`config.mk`:
```
export PLATFORM = sky130hd
export DESIGN_NAME = lcd_responder
export DESIGN_NICKNAME = d
export VERILOG_FILES = /design/src/rtl/lcd_responder.sv
export SDC_FILE = /design/constraint.sdc
export NUM_CORES = 1
export LEC_CHECK = 0
export CORE_UTILIZATION = 55
export CTS_CLUSTER_DIAMETER = 40
export CTS_CLUSTER_SIZE = 28
export DETAILED_ROUTE_END_ITERATION = 8
export PLACE_DENSITY = 0.75
export SLEW_MARGIN = 20
export SYNTH_ARGS = -nofsm -noshare
export SYNTH_HDL_FRONTEND = slang
export SYNTH_SLANG_ARGS = --single-unit
```
`constraint.sdc`:
```
create_clock -name clk_i -period 2.4 [get_ports clk_i]
set_input_delay 0.36 -clock clk_i [delete_from_list [all_inputs] [get_ports clk_i]]
set_output_delay 0.36 -clock clk_i [all_outputs]
set_load 0.005 [all_outputs]
```
`src/rtl/lcd_responder.sv`:
```
// lcd_responder: HD44780-style character LCD bus responder backed by a 32-entry display buffer.
// Optional feature macro: LCD_RESPONDER_BUSY_EN adds the busy-time counter and BUSY state;
// without it, accepted writes complete at once and busy_o only covers the clear/reset FILL.
module lcd_responder #(
  parameter int unsigned BUSY_CYCLES  = 2000,
  parameter int unsigned CLEAR_CYCLES = 82000
) (
  input  logic       clk_i,
  input  logic       rst_i,
  input  logic       lcd_en_i,
  input  logic       lcd_rs_i,
  input  logic       lcd_rw_i,
  input  logic [7:0] lcd_data_i,
  output logic [7:0] lcd_data_o,
  output logic       lcd_data_oe_o,
  input  logic [4:0] disp_rd_addr_i,
  output logic [7:0] disp_rd_data_o,
  output logic       busy_o,
  output logic [4:0] cursor_o,
  output logic       disp_on_o,
  output logic       ovr_o
);

  localparam int unsigned AW    = 5;
  localparam int unsigned DW    = 8;
  localparam int unsigned DEPTH = 32;
  localparam logic [DW-1:0] FILL_CHAR = 8'h20;

  // FILL needs 32 cycles inside the clear busy window, so the clear time must cover it
  if (BUSY_CYCLES < 1 || CLEAR_CYCLES < 33) begin : g_param_check
    $error("lcd_responder: BUSY_CYCLES must be >= 1 and CLEAR_CYCLES >= 33");
  end

  typedef enum logic [1:0] {
    S_IDLE = 2'd0,
    S_FILL = 2'd1,
    S_BUSY = 2'd2
  } state_t;

  state_t          state_q;
  logic [AW-1:0]   fill_idx_q;
  logic [AW-1:0]   ac_q;
  logic            id_q;
  logic [DW-1:0]   mem_q [DEPTH];

  logic            en_q, en_d;
  logic            rs_q, rw_q;
  logic [DW-1:0]   data_q;
  logic            acc_rs, acc_rw;
  logic [DW-1:0]   acc_data;

  logic            fall_c, wr_fall_c, rd_fall_c, wr_ok_c, is_clear_c;

`ifdef LCD_RESPONDER_BUSY_EN
  localparam int unsigned MAX_CYCLES = (BUSY_CYCLES > CLEAR_CYCLES) ? BUSY_CYCLES : CLEAR_CYCLES;
  localparam int unsigned CW         = $clog2(MAX_CYCLES + 1);
  logic [CW-1:0]   cnt_q;
  logic            post_reset_q;
  logic            is_home_c;
  assign is_home_c = ~acc_rs & (acc_data[7:1] == 7'h01);
`endif

  // Step the address counter by one in the requested direction, wrapping modulo 32
  function automatic logic [AW-1:0] step_ac(input logic [AW-1:0] a, input logic up);
    return up ? a + AW'(1) : a - AW'(1);
  endfunction

  // Bus access decode: one access per registered EN falling edge
  assign fall_c     = en_d & ~en_q;
  assign wr_fall_c  = fall_c & ~acc_rw;
  assign rd_fall_c  = fall_c & acc_rw;
  assign wr_ok_c    = wr_fall_c & ~busy_o;
  assign is_clear_c = ~acc_rs & (acc_data == 8'h01);

  assign disp_rd_data_o = mem_q[disp_rd_addr_i];
  assign cursor_o       = ac_q;

  // Input capture, plus the access fields as they stood while EN was last high
  always_ff @(posedge clk_i) begin
    if (rst_i) begin
      en_q     <= 1'b0;
      en_d     <= 1'b0;
      rs_q     <= 1'b0;
      rw_q     <= 1'b0;
      data_q   <= '0;
      acc_rs   <= 1'b0;
      acc_rw   <= 1'b0;
      acc_data <= '0;
    end else begin
      en_q   <= lcd_en_i;
      en_d   <= en_q;
      rs_q   <= lcd_rs_i;
      rw_q   <= lcd_rw_i;
      data_q <= lcd_data_i;
      if (en_q) begin
        acc_rs   <= rs_q;
        acc_rw   <= rw_q;
        acc_data <= data_q;
      end
    end
  end

  // Read-back drive: status/AC or buffer byte while a read strobe is held
  always_ff @(posedge clk_i) begin
    if (rst_i) begin
      lcd_data_oe_o <= 1'b0;
      lcd_data_o    <= '0;
    end else begin
      lcd_data_oe_o <= en_q & rw_q;
      if (en_q && rw_q) begin
        lcd_data_o <= rs_q ? mem_q[ac_q] : {busy_o, 2'b00, ac_q};
      end else begin
        lcd_data_o <= '0;
      end
    end
  end

  // Display buffer: FILL sweep has priority, otherwise accepted data writes
  always_ff @(posedge clk_i) begin
    if (!rst_i) begin
      if (state_q == S_FILL) begin
        mem_q[fill_idx_q] <= FILL_CHAR;
      end else if (wr_ok_c && acc_rs) begin
        mem_q[ac_q] <= acc_data;
      end
    end
  end

  // Controller FSM with instruction decode, address counter and status flags
  always_ff @(posedge clk_i) begin
    if (rst_i) begin
      state_q    <= S_FILL;
      fill_idx_q <= '0;
      ac_q       <= '0;
      id_q       <= 1'b1;
      disp_on_o  <= 1'b0;
      ovr_o      <= 1'b0;
      busy_o     <= 1'b1;
`ifdef LCD_RESPONDER_BUSY_EN
      cnt_q        <= '0;
      post_reset_q <= 1'b1;
`endif
    end else begin
      if (wr_fall_c && busy_o) begin
        ovr_o <= 1'b1;
      end
      if (rd_fall_c && acc_rs) begin
        ac_q <= step_ac(ac_q, id_q);
      end
      if (wr_ok_c && acc_rs) begin
        ac_q <= step_ac(ac_q, id_q);
      end
      if (wr_ok_c && !acc_rs) begin
        casez (acc_data)
          8'b1???????: ac_q <= acc_data[AW-1:0];
          8'b01??????, 8'b001?????: begin end
          8'b0001????: ac_q <= step_ac(ac_q, acc_data[2]);
          8'b00001???: disp_on_o <= acc_data[2];
          8'b000001??: id_q <= acc_data[1];
          8'b0000001?: ac_q <= '0;
          default: begin end
        endcase
      end

      case (state_q)
        S_FILL: begin
          fill_idx_q <= fill_idx_q + AW'(1);
          if (fill_idx_q == AW'(DEPTH - 1)) begin
            ac_q <= '0;
            id_q <= 1'b1;
`ifdef LCD_RESPONDER_BUSY_EN
            // The reset fill ends straight in IDLE; a clear fill owes its remaining busy time
            post_reset_q <= 1'b0;
            if (post_reset_q) begin
              state_q <= S_IDLE;
              busy_o  <= 1'b0;
            end else begin
              state_q <= S_BUSY;
              cnt_q   <= CW'(CLEAR_CYCLES - 33);
            end
`else
            state_q <= S_IDLE;
            busy_o  <= 1'b0;
`endif
          end
        end
`ifdef LCD_RESPONDER_BUSY_EN
        S_BUSY: begin
          if (cnt_q == '0) begin
            state_q <= S_IDLE;
            busy_o  <= 1'b0;
          end else begin
            cnt_q <= cnt_q - CW'(1);
          end
        end
`endif
        default: begin
          if (wr_ok_c) begin
            if (is_clear_c) begin
              state_q    <= S_FILL;
              fill_idx_q <= '0;
              busy_o     <= 1'b1;
            end else begin
`ifdef LCD_RESPONDER_BUSY_EN
              state_q <= S_BUSY;
              busy_o  <= 1'b1;
              cnt_q   <= is_home_c ? CW'(CLEAR_CYCLES - 1) : CW'(BUSY_CYCLES - 1);
`endif
            end
          end
        end
      endcase
    end
  end

endmodule

```
# Yosys cells after proc, flatten, opt, wreduce, memory -nomap -nowiden
# Memory sizes are Yosys's and may differ from the RTL's. A register that Yosys moved wholly into a read port is not among the register bits.
# Cells that the tools add are included.
# op_classes
n_addsub	3
multipliers	0
div_mod_pow	0
n_lt_le_gt_ge	0
n_eq_ne	8
shifts	0
n_mux	35
bitwise_logic	12
n_reduce_logical	14
# op_table
cell	count
$mux 5	12
$mux 1	16
$mux 8	2
$pmux 5 s3	1
$add 5x1->5 const B	2
$eq 8x1->1 const B	1
$mux 2	4
$reduce_or 8->1	1
$eq 7x1->1 const B	1
$and 1x1->1	6
$eq 6x1->1 const B	1
$not 1->1	6
$eq 5x1->1 const B	1
$eq 5x5->1 const B	1
$logic_and 1x1->1	5
$sub 5x1->5 const B	1
$eq 4x1->1 const B	1
$reduce_and 2->1	2
$reduce_bool 2->1	2
$reduce_and 3->1	1
$reduce_or 3->1	1
$eq 2x1->1 const B	1
$ne 2x1->1 const B	1
$reduce_or 2->1	1
$logic_not 1->1	1
# totals
ff_bits	47
latch_bits	0
mem_bits_rw	256
mem_bits_ro	0
input_bits	18
output_inout_bits	25
wordCells	91
n_memories	1
# mem_list
name	depth	word_bits	read_ports	rd_clocked_by_memory_dff	write_ports	line_no	text
mem_q	32	8	2	1	1	44	logic [DW-1:0] mem_q [DEPTH];

# Depth between registers and ports, before layout
# depth
depth_word	11
mapped_depth	11
mapped_depth_nobuf	7

# Least setup slack after synthesis
# Ideal clock, no wire load.
# synth_timing
path_type	input-to-output
startpoint	input disp_rd_addr_i[1]
endpoint	output disp_rd_data_o[0]
t_arrival_ps	2061
required_ps	2040
slack_ps	-21
cell_stages	5
cell_sequence	clkbuf_1 > clkbuf_1 > mux4_2 > mux4_2 > mux2_2
# synth_between
elab_chain_cells	1
# synth_lines
element	line_no	text
from (decl)	16	input logic [4:0] disp_rd_addr_i,
$mem_v2 32x8	n/a	
to (decl)	17	output logic [7:0] disp_rd_data_o,
# Every way passes these cells.

==> flow_summary.yaml <==
status:
  status: "complete, but fails checks"
  violations: "negative setup slack"
final_layout:
  fin_nets: 983
  drive_gt1_frac: 0.377
  area_growth_pct: 21.6
  most-common-layout-cells: "256 x edfxtp_1, 137 x mux4_2, 105 x buf_4"
  final_common_cell: "edfxtp_1"
  n_fill_cell: 1657
  num_antenna_cells: 0
detailed_routing:
  final_antenna_net_count: 0
  dr.pass1.iters: 9
  totalWireLength_mm: 38.2
  dr_wl_met3_mm: 4.25
  wl_per_cell_um: 29.0
  dr.max_layer_used: "met4"
  wl_met1_mm: 14.3
  routed_via_density: 6.71
  via_count: 8845
  route.met2.wl_mm: 18.1
  drt_iter0_markers: 1231
  drc_errors: 0
placement:
  dpl.hpwl_mm: 25.3
  io_buffers: 42
  gp_congestion: 0.957
  post-place-ws_ns: -0.553
synthesis:
  netlist_instances: 817
  yosys_warnings: 0
  syn_nets: 839
  synth-seq-cells: 301
  synth-main-ff-cell: "edfxtp_1"
  async_flop_share: 0
  synthDistinctLibCells: 51
  syn_area_per_cell_um2: 17.2
  synth_edf_count: 256
  ys_seq_area_frac: 0.612
  synth_area_um2: 14000
cts:
  cts_root_buf: "clkbuf_16"
  path_clk_slew_ns: 0.07
  cts-hold-fix-buffers: 0
  cts_buffers: 38
  insertion_delay_ns: 0.53
  clk_path_buf_depth: 3
  htree_levels: 2
  cts_tree: "done"
  clock-sinks: 301
pwr:
  p_leak_nw: 5.05
  power.total_w: 0.0117
  irDropWorstVdd_uv: 649
  power_density_nw_per_um2: 685
min_path:
  hp-class: "in2reg"
worst_setup_path:
  slowest_delay_ns: 0.55
  setup.worst_path.start_class: "flip-flop"
  rr_endpoint: "lcd_data_o[0]"
  cp.depth: 4
  critPathLaunch: "mem_q[14][2]"
  cp_top_family: "multiplexers"
  cp_slowest_cell: "mux4_2"
  rr_worst_depth: 6
  crit_buf_inv: 1
  crit_path_max_fanout: 2
  required_ns: 2.04
  cp-endpoint: "disp_rd_data_o[2]"
  end_kind: "output port"
  critPathArrivalTime_ns: 2.40
  worstSetupPathType: "reg2out"
  timing.rr.start: "cursor_o[0]"
  crit_chain: "mux4_2 -> mux4_2 -> mux2_4 -> buf_6"
  regToRegSetupSlack_ns: 0.07
  crit_top_cell: "mux4_2"
timing:
  timing_hold_violations_final: 0
  fin_crit_ns: 2.76
  rsz0062_at_grt: "true"
  finClkSkew_ns: 0.0202
  finalCritPeriodShare: 1.15
  setup_viol: 8
  whs_ns: 0.405
  tightest_slew_ns: 0.708
  drv_slew: 0
  fin_ws_ns: -0.365
  fmaxAchievable_mhz: 362
  slew-limit-headroom: 0.527
global_routing:
  grt_pass1_wl_mm: 57.9
  antenna_found_initial: 0
  grt_max_degree: 46
  grt_overflow: 0
  grt_pass1_vias: 8975
  grt_usage: 0.306
run:
  maxCapViolations: 0
floorplanning:
  pin_count: 43
  start_util: 0.559
  core-area_um2: 25100
  die_area_um2: 26200
  die_h_um: 162
  die_x_um: 162
  rows: 58
[stage by stage]
step,util,std cells,setup TNS [ns],instance area [um^2]
6_report,0.680,1318,-2.66,17100
5_1_grt,0.680,1318,-2.92,17100
4_1_cts,0.678,1316,-2.75,17000
3_5_place_dp,0.625,1243,-36.32,15700
3_3_place_gp,0.625,1243,-26.00,15700
2_1_floorplan,-,817,0,14000
[Yosys cell counts, types with 8 or more instances]
cell / instances / area [um^2]
dfxtp_1: 45 / 901
a21oi_1: 10 / 50.1
nor2_1: 69 / 259
o22ai_1: 8 / 50.1
xnor2_1: 8 / 70.1
buf_2: 15 / 75.1
mux2_2: 19 / 214
mux2i_1: 34 / 340
buf_1: 13 / 48.8
a31oi_1: 8 / 50.1
nor3_1: 12 / 60.1
inv_1: 8 / 30.0
a211oi_1: 8 / 60.1
mux4_2: 137 / 3090
edfxtp_1: 256 / 7690
nor2b_1: 17 / 106
nand2_1: 21 / 78.8
clkbuf_1: 25 / 93.8
[final cells by class]
class	count	area [um^2]	area share
clock buffers	42	987	0.0578
clock inverters	25	236	0.0139
well taps	330	413	0.0242
inverters	9	33.8	0.00198
flip-flops and latches	301	8590	0.504
repair buffers	166	1600	0.0940
multi-input cells	445	5200	0.305
[worst register-to-register path: cells and delay by family, from the launching register on]
family	cells	cell delay (ns)
flip-flops	1	0.37
multiplexers	2	0.92
buffers and inverters	2	0.44
AO/OA/AOI/OAI	1	0.37
AND/OR/NAND/NOR	1	0.09
[power breakdown]
part / leakage, nW / total [W] / switching (W) / internal, W
logic: 2.10 / 0.000470 / 0.000231 / 0.000238
registers: 2.36 / 0.00569 / 0.0000393 / 0.00565
clock network: 0.599 / 0.00553 / 0.00235 / 0.00318
total: 5.05 / 0.0117 / 0.00262 / 0.00906
[flip-flops by register name (all words and copies together), names as in the netlist]
register,flops
acc_rw,1
state_q,1
disp_on_o,1
acc_data,8
mem_q,256
lcd_data_o,8
lcd_data_oe_o,1
fill_idx_q,5
rs_q,1
id_q,1
acc_rs,1
rw_q,1
cursor_o,5
en_q,1
ovr_o,1
en_d,1
data_q,8
[routing by layer]
layer / global-route usage / vias up
li1: - / 3665
met1: 0.432 / 4503
met2: 0.476 / 568
met3: 0.0567 / 109
met4: 0.125 / 0
met5: 0 / -
[cells by family after synthesis]
logic type / share of synthesized area
fa+ha+maj: 0.00357
xor+xnor: 0.00624
buf+inv: 0.0233
mux: 0.259
compound gates: 0.0382
flops: 0.612
simple gates: 0.0574
[repair_timing]
item | CTS | global route
endpoints found under the setup margin | 64 | 43
buffers inserted | 6 | 2
gates resized for setup | 55 | 6
[how the worst min path moves through the flow]
stage	start	endpoint	slack [ns]	cells after the start
after floorplan	rw_q	acc_rw	0.44	2
after global placement	disp_on_o	disp_on_o	0.45	2
after detailed placement	data_q[6]	acc_data[6]	0.45	2
after CTS	lcd_data_i[1]	data_q[1]	0.40	2
after global routing	lcd_data_i[1]	data_q[1]	0.40	2
final	lcd_data_i[2]	data_q[2]	0.40	2
Note: power is estimated with default switching activity, not from simulation.
